[config.mk]
export PLATFORM = sky130hd
export DESIGN_NAME = wb_dest_tracker
export DESIGN_NICKNAME = d
export VERILOG_FILES = /design/src/rtl/wb_dest_tracker_pkg.sv /design/src/rtl/wb_dest_tracker_pipe_tag_stage.sv /design/src/rtl/wb_dest_tracker.sv
export SDC_FILE = /design/constraint.sdc
export NUM_CORES = 1
export LEC_CHECK = 0
export CAP_MARGIN = 25
export CORE_MARGIN = 8
export CORE_UTILIZATION = 35
export DETAILED_ROUTE_END_ITERATION = 7
export HOLD_SLACK_MARGIN = 0.1
export PLACE_DENSITY = 0.64
export SLEW_MARGIN = 10
export SYNTH_ARGS = -nofsm -noshare
export SYNTH_HDL_FRONTEND = slang
export SYNTH_SLANG_ARGS = --single-unit
[constraint.sdc]
create_clock -name clk -period 2.29 [get_ports clk]
set_input_delay 0.458 -clock clk [delete_from_list [all_inputs] [get_ports clk]]
set_output_delay 0.458 -clock clk [all_outputs]
set_load 0.1 [all_outputs]
[src/rtl/wb_dest_tracker_pkg.sv]
// ----------------------------------------------------------------------------
// wb_dest_tracker_pkg
//   Shared constants and types for the write-back tag tracker.
//   - REGFILE_ADDRESS_LEN : register-file address width
//   - fwd_sel_e           : forwarding select codes (REG / MEM / WB)
//   - fwd_pick()          : MEM-over-WB forwarding priority
// ----------------------------------------------------------------------------
package wb_dest_tracker_pkg;

    localparam int REGFILE_ADDRESS_LEN = 4;

    typedef enum logic [1:0] {
        FWD_REG = 2'b00,
        FWD_MEM = 2'b01,
        FWD_WB  = 2'b10
    } fwd_sel_e;

    // The younger result (MEM) is the architecturally correct one when both
    // stages hold the same destination, so it wins.
    function automatic fwd_sel_e fwd_pick(input logic mem_hit, input logic wb_hit);
        if (mem_hit)     return FWD_MEM;
        else if (wb_hit) return FWD_WB;
        else             return FWD_REG;
    endfunction

endpackage

[src/rtl/wb_dest_tracker_pipe_tag_stage.sv]
// ----------------------------------------------------------------------------
// pipe_tag_stage
//   One pipeline stage register holding a write-back tag
//   {valid, dest, wb_en, mem_read}.
//   Ports:
//     clk, rst_n        clock, asynchronous active-low reset
//     hold              keep the current contents (highest priority)
//     bubble            load an empty tag instead of the d_* inputs
//     d_valid/d_dest/d_wb_en/d_mem_read   incoming tag
//     q_valid/q_dest/q_wb_en/q_mem_read   stored tag
//   An invalid tag is always stored fully zeroed, so a bubble reads dest=0.
// ----------------------------------------------------------------------------
module pipe_tag_stage #(
    parameter int REG_ADDR_W = 4
) (
    input  logic                  clk,
    input  logic                  rst_n,
    input  logic                  hold,
    input  logic                  bubble,
    input  logic                  d_valid,
    input  logic [REG_ADDR_W-1:0] d_dest,
    input  logic                  d_wb_en,
    input  logic                  d_mem_read,
    output logic                  q_valid,
    output logic [REG_ADDR_W-1:0] q_dest,
    output logic                  q_wb_en,
    output logic                  q_mem_read
);

    logic load_tag;
    assign load_tag = d_valid & ~bubble;

    // NOTE: state registers use non-blocking assignments so every stage
    // samples its neighbour's pre-edge value; the async reset clears the
    // whole tag so an in-flight instruction cannot survive a reset.
    always_ff @(posedge clk or negedge rst_n) begin
        if (!rst_n) begin
            q_valid    <= 1'b0;
            q_dest     <= '0;
            q_wb_en    <= 1'b0;
            q_mem_read <= 1'b0;
        end else if (!hold) begin
            q_valid    <= load_tag;
            q_dest     <= load_tag ? d_dest : '0;
            q_wb_en    <= load_tag & d_wb_en;
            q_mem_read <= load_tag & d_mem_read;
        end
    end

endmodule

[src/rtl/wb_dest_tracker.sv]
// ----------------------------------------------------------------------------
// wb_dest_tracker
//   Carries each issued instruction's write-back tag through EXE, MEM and WB,
//   drives the hazard detector's exe_*/mem_* inputs, generates forwarding
//   selects and counts hazard stall cycles.
//   Inputs : clk, rst_n, id_valid, id_dest, id_wb_en, id_mem_read,
//            src1, src2, two_src, fwd_en, hazard, flush, freeze, cnt_clr
//   Outputs: exe_wb_dest, exe_wb_enable, exe_mem_read_en,
//            mem_wb_dest, mem_wb_enable, wb_dest, wb_enable,
//            fwd_sel1, fwd_sel2 (00 reg, 01 MEM, 10 WB), stall_count
// ----------------------------------------------------------------------------
module wb_dest_tracker
    import wb_dest_tracker_pkg::*;
#(
    parameter int REG_ADDR_W = REGFILE_ADDRESS_LEN,
    parameter int CNT_W      = 16
) (
    input  logic                  clk,
    input  logic                  rst_n,
    input  logic                  id_valid,
    input  logic [REG_ADDR_W-1:0] id_dest,
    input  logic                  id_wb_en,
    input  logic                  id_mem_read,
    input  logic [REG_ADDR_W-1:0] src1,
    input  logic [REG_ADDR_W-1:0] src2,
    input  logic                  two_src,
    input  logic                  fwd_en,
    input  logic                  hazard,
    input  logic                  flush,
    input  logic                  freeze,
    input  logic                  cnt_clr,
    output logic [REG_ADDR_W-1:0] exe_wb_dest,
    output logic                  exe_wb_enable,
    output logic                  exe_mem_read_en,
    output logic [REG_ADDR_W-1:0] mem_wb_dest,
    output logic                  mem_wb_enable,
    output logic [REG_ADDR_W-1:0] wb_dest,
    output logic                  wb_enable,
    output logic [1:0]            fwd_sel1,
    output logic [1:0]            fwd_sel2,
    output logic [CNT_W-1:0]      stall_count
);

    logic                  exe_valid, exe_wb_en, exe_mem_read;
    logic [REG_ADDR_W-1:0] exe_dest;
    logic                  mem_valid, mem_wb_en, mem_mem_read;
    logic [REG_ADDR_W-1:0] mem_dest;
    logic                  wb_valid, wb_wb_en, wb_mem_read;
    logic [REG_ADDR_W-1:0] wb_dest_q;

    // A stalled or flushed ID instruction must not enter EXE; one bubble is
    // injected per hazard cycle while ID/IF hold outside this block.
    logic exe_bubble;
    assign exe_bubble = hazard | flush;

    pipe_tag_stage #(.REG_ADDR_W(REG_ADDR_W)) u_exe (
        .clk(clk), .rst_n(rst_n), .hold(freeze), .bubble(exe_bubble),
        .d_valid(id_valid), .d_dest(id_dest), .d_wb_en(id_wb_en), .d_mem_read(id_mem_read),
        .q_valid(exe_valid), .q_dest(exe_dest), .q_wb_en(exe_wb_en), .q_mem_read(exe_mem_read)
    );

    pipe_tag_stage #(.REG_ADDR_W(REG_ADDR_W)) u_mem (
        .clk(clk), .rst_n(rst_n), .hold(freeze), .bubble(1'b0),
        .d_valid(exe_valid), .d_dest(exe_dest), .d_wb_en(exe_wb_en), .d_mem_read(exe_mem_read),
        .q_valid(mem_valid), .q_dest(mem_dest), .q_wb_en(mem_wb_en), .q_mem_read(mem_mem_read)
    );

    pipe_tag_stage #(.REG_ADDR_W(REG_ADDR_W)) u_wb (
        .clk(clk), .rst_n(rst_n), .hold(freeze), .bubble(1'b0),
        .d_valid(mem_valid), .d_dest(mem_dest), .d_wb_en(mem_wb_en), .d_mem_read(mem_mem_read),
        .q_valid(wb_valid), .q_dest(wb_dest_q), .q_wb_en(wb_wb_en), .q_mem_read(wb_mem_read)
    );

    // Stage registers already zero dest/enables for bubbles; the valid gating
    // keeps the enables honest even if that invariant were ever relaxed.
    assign exe_wb_dest     = exe_dest;
    assign exe_wb_enable   = exe_valid & exe_wb_en;
    assign exe_mem_read_en = exe_valid & exe_mem_read;
    assign mem_wb_dest     = mem_dest;
    assign mem_wb_enable   = mem_valid & mem_wb_en;
    assign wb_dest         = wb_dest_q;
    assign wb_enable       = wb_valid & wb_wb_en;

    logic mem_hit1, wb_hit1, mem_hit2, wb_hit2;

    // NOTE: every combinational output gets a default-free full assignment
    // here (continuous assigns), so no path can infer a latch.
    assign mem_hit1 = fwd_en & mem_wb_enable & (mem_wb_dest == src1);
    assign wb_hit1  = fwd_en & wb_enable     & (wb_dest_q   == src1);
    assign mem_hit2 = fwd_en & two_src & mem_wb_enable & (mem_wb_dest == src2);
    assign wb_hit2  = fwd_en & two_src & wb_enable     & (wb_dest_q   == src2);

    assign fwd_sel1 = fwd_pick(mem_hit1, wb_hit1);
    assign fwd_sel2 = fwd_pick(mem_hit2, wb_hit2);

    // Stall counter: clear beats increment; a frozen pipeline is not a
    // hazard stall, so counting pauses while freeze is high.
    always_ff @(posedge clk or negedge rst_n) begin
        if (!rst_n) begin
            stall_count <= '0;
        end else if (cnt_clr) begin
            stall_count <= '0;
        end else if (hazard && !freeze && !(&stall_count)) begin
            stall_count <= stall_count + 1'b1;
        end
    end

endmodule

==> impl_metrics.env <==
export IMPL_crit_arrival_ps=1760
export IMPL_drv_slew=0
export IMPL_holdCritPathClass="register to register"
export IMPL_slowest_stage="clkdlybuf4s50_1"
export IMPL_coreArea_um2=5107
export IMPL_clock_sinks=35
export IMPL_ys_types=40
export IMPL_synthFlopType="dfrtp_1"
export IMPL_finalClockSkew_ps=10.07
export IMPL_final_net_count=273
export IMPL_grt_antenna_before_repair=0
export IMPL_crit_required_ps=1830
export IMPL_die_width_um=88.74
export IMPL_dieHeight_um=88.74
export IMPL_max_slew_margin_rel=0.6915
export IMPL_start_kind="primary input"
export IMPL_fin_crit_ps=2216
export IMPL_grt_ovfl_total=0
export IMPL_finalCritPeriodShare=0.9678
export IMPL_rsz0062_at_grt="no"
export IMPL_hpwl_um=3522
export IMPL_crit_chain="clkdlybuf4s50_1 > xnor2_1 > nand4_1 > nor3_4 > buf_12"
export IMPL_syn_inst=180
export IMPL_syn_area_per_cell_um2=10.29
export IMPL_critPathCaptureType="output port"
export IMPL_setup_violations_final=0
export IMPL_crit_buf_inv=2
export IMPL_ys_seq_elements=35
export IMPL_num_vias=1617
export IMPL_port_buffer_count=58
export IMPL_synth_nets=204
export IMPL_worst_pin_slew_ps=461.3
export IMPL_rows=26
export IMPL_cts_root_buffer="clkbuf_8"
export IMPL_pwr_share_comb=0.135
export IMPL_clk_pin_slew_ps=60
export IMPL_finalPower_mw=1.267
export IMPL_clockBufferDepth=2
export IMPL_drv_cap=0
export IMPL_clk_latency_ps=290
export IMPL_wl_um=4678
export IMPL_p_int_uw=942.5
export IMPL_cts_tree="built"
export IMPL_seq_area_frac_synth=0.4730
export IMPL_grt_use_total=0.1248
export IMPL_drt_iter0_markers=76
export IMPL_max_freq_mhz=451.2
export IMPL_initial_core_util=0.3626
export IMPL_post_cts_buffers=0
export IMPL_cpPeakStageDelay_ps=540
export IMPL_die_area_um2=7874
export IMPL_cts_made_buffers=5
export IMPL_final_hold_viol_count=0
export IMPL_critPathTopFamily="buffers and inverters"
export IMPL_p_sw_uw=324.8
export IMPL_area_growth_syn_to_layout_pct=46.55
export IMPL_crit_type="primary input to output port"
export IMPL_vdd_drop_max_v=0.0003186
export IMPL_synth_warnings=0
export IMPL_num_io_pins=59
export IMPL_drtPass1Iterations=5
export IMPL_finalWeightedCongestion=0.7554
export IMPL_finalHoldWorstSlack_ps=499.7
export IMPL_synth_edf_count=0
export IMPL_dp_slack_ps=2.034
export IMPL_crit_fanout=2
export IMPL_pwr_share_clk=0.358
export IMPL_final_util=0.5314
export IMPL_sw_frac_of_total=0.2563
export IMPL_grt_pass1_vias=1647
export IMPL_num_antenna_cells=0
export IMPL_grt_max_degree=36
export IMPL_cts_max_level=2
export IMPL_power_density_nw_per_um2=467.0
export IMPL_seqPwrFrac=0.507
export IMPL_wl_per_cell_um=14.62
export IMPL_synth_async_sr_flop_share=1.000
export IMPL_leakagePower_nw=1.150
export IMPL_status="complete, no violations"
export IMPL_drcViolationCount=0
export IMPL_setup_ws_ps=73.84
export IMPL_grt_pass1_wl_um=7810
export IMPL_vias_per_cell=5.053
export IMPL_netlist_area_um2=1852
export IMPL_drive_gt1_frac=0.3960
export IMPL_antenna_left=0
-- what timing repair did --
action	4_1_cts	5_1_grt
resized for setup	1	10
hold endpoints to repair	0	0
pin swaps	0	7
gates cloned	0	0
hold buffers	0	0
endpoints found under the setup margin	1	3
-- cells in the final DEF, fill, tap and decap left out, drive strengths merged, types with 2 or more instances in the layout --
cell type,n
buf,49
dfrtp,35
nand2,19
clkdlybuf4s50,16
o21ai,11
a21oi,10
xnor2,9
a22o,8
xor2,8
nand4,7
nand3,7
clkbuf,7
nor4,7
or4,6
or3,5
dlymetal6s2s,5
and2,5
nor2,4
mux2,4
o31ai,4
nor2b,3
inv,3
a21o,2
mux2i,2
-- power by group through the flow --
stage | combinational [mW] | sequential, mW | clock (mW)
detailed placement | 0.172 | 0.655 | 0
global route | 0.183 | 0.645 | 0.494
finish | 0.171 | 0.643 | 0.453
global placement | 0.172 | 0.655 | 0
CTS | 0.172 | 0.643 | 0.470
floorplan | 0.0541 | 0.692 | 0
-- synthesized netlist by cell type (4+ instances only) --
cell / n / area (µm²)
and2_1: 5 / 31.28
nand2_1: 19 / 71.32
nor2_1: 4 / 15.01
nand3_1: 6 / 30.03
a22o_1: 8 / 70.07
or3_1: 5 / 31.28
o21ai_0: 11 / 55.05
xnor2_1: 9 / 78.83
nand4_1: 7 / 43.79
mux2_2: 4 / 45.04
a21oi_1: 10 / 50.05
xor2_1: 8 / 70.07
dfrtp_1: 35 / 875.8
o31ai_1: 4 / 30.03
nor4_1: 7 / 43.79
-- area by class of cell --
class	instances	area (µm²)
multi-input cells	133	955.9
repair buffers	71	649.4
flip-flops and latches	35	918.4
clock inverters	1	5.005
inverters	3	11.26
fillers	487	2394
well taps	70	87.58
clock buffers	7	86.33
-- kinds of logic after synthesis --
| family | after synthesis | share of synthesized area |
|---|---|---|
| AOI/OAI and AO/OA | 41 | 0.1574 |
| adders and majority gates | 1 | 0.006756 |
| muxes | 6 | 0.03513 |
| buffers and inverters | 12 | 0.04188 |
| and+or+nand+nor | 68 | 0.2054 |
| xor gates and xnor gates | 17 | 0.08041 |
| DFF | 35 | 0.4730 |
-- through the flow --
stage | cell area [µm²] | std cells | TNS, ps
global placement | 2582 | 312 | 0
finish | 2714 | 320 | 0
floorplan | 1923 | 180 | -209.1
detailed placement | 2582 | 312 | 0
CTS | 2673 | 320 | 0
global route | 2714 | 320 | 0
-- registers in the layout, summed over array words and instances, names as in the netlist --
register          flops
stall_count          16
u_exe.q_dest          4
u_mem.q_dest          4
u_wb.q_dest           4
u_exe.q_mem_read      1
u_exe.q_valid         1
u_exe.q_wb_en         1
u_mem.q_valid         1
u_mem.q_wb_en         1
u_wb.q_valid          1
u_wb.q_wb_en          1
-- metal layers --
metal  part of all wire  up-vias  wire length (µm)  GRT usage
met4              0.015        0                70    0.05376
met2               0.47       44              2185     0.1894
li1                   -      796                 -          -
met1               0.46      771              2145     0.1614
met3              0.059        6               277    0.03343
met5                  0        -                 0          0
-- final timing paths --
kind | cells after the start | endpoint | slack, ps | from
max reg2reg | 6 | stall_count[7] | 160 | stall_count[0]
max in group asynchronous | 2 | u_wb.q_dest[3] | 1360 | rst_n
min reg2reg | 1 | u_exe.q_wb_en | 500 | u_exe.q_wb_en
min in group asynchronous | 2 | stall_count[1] | 570 | rst_n
min | 1 | u_exe.q_wb_en | 500 | u_exe.q_wb_en
max | 5 | fwd_sel2[1] | 70 | src2[2]
Note: power is estimated with default switching activity, not from simulation.
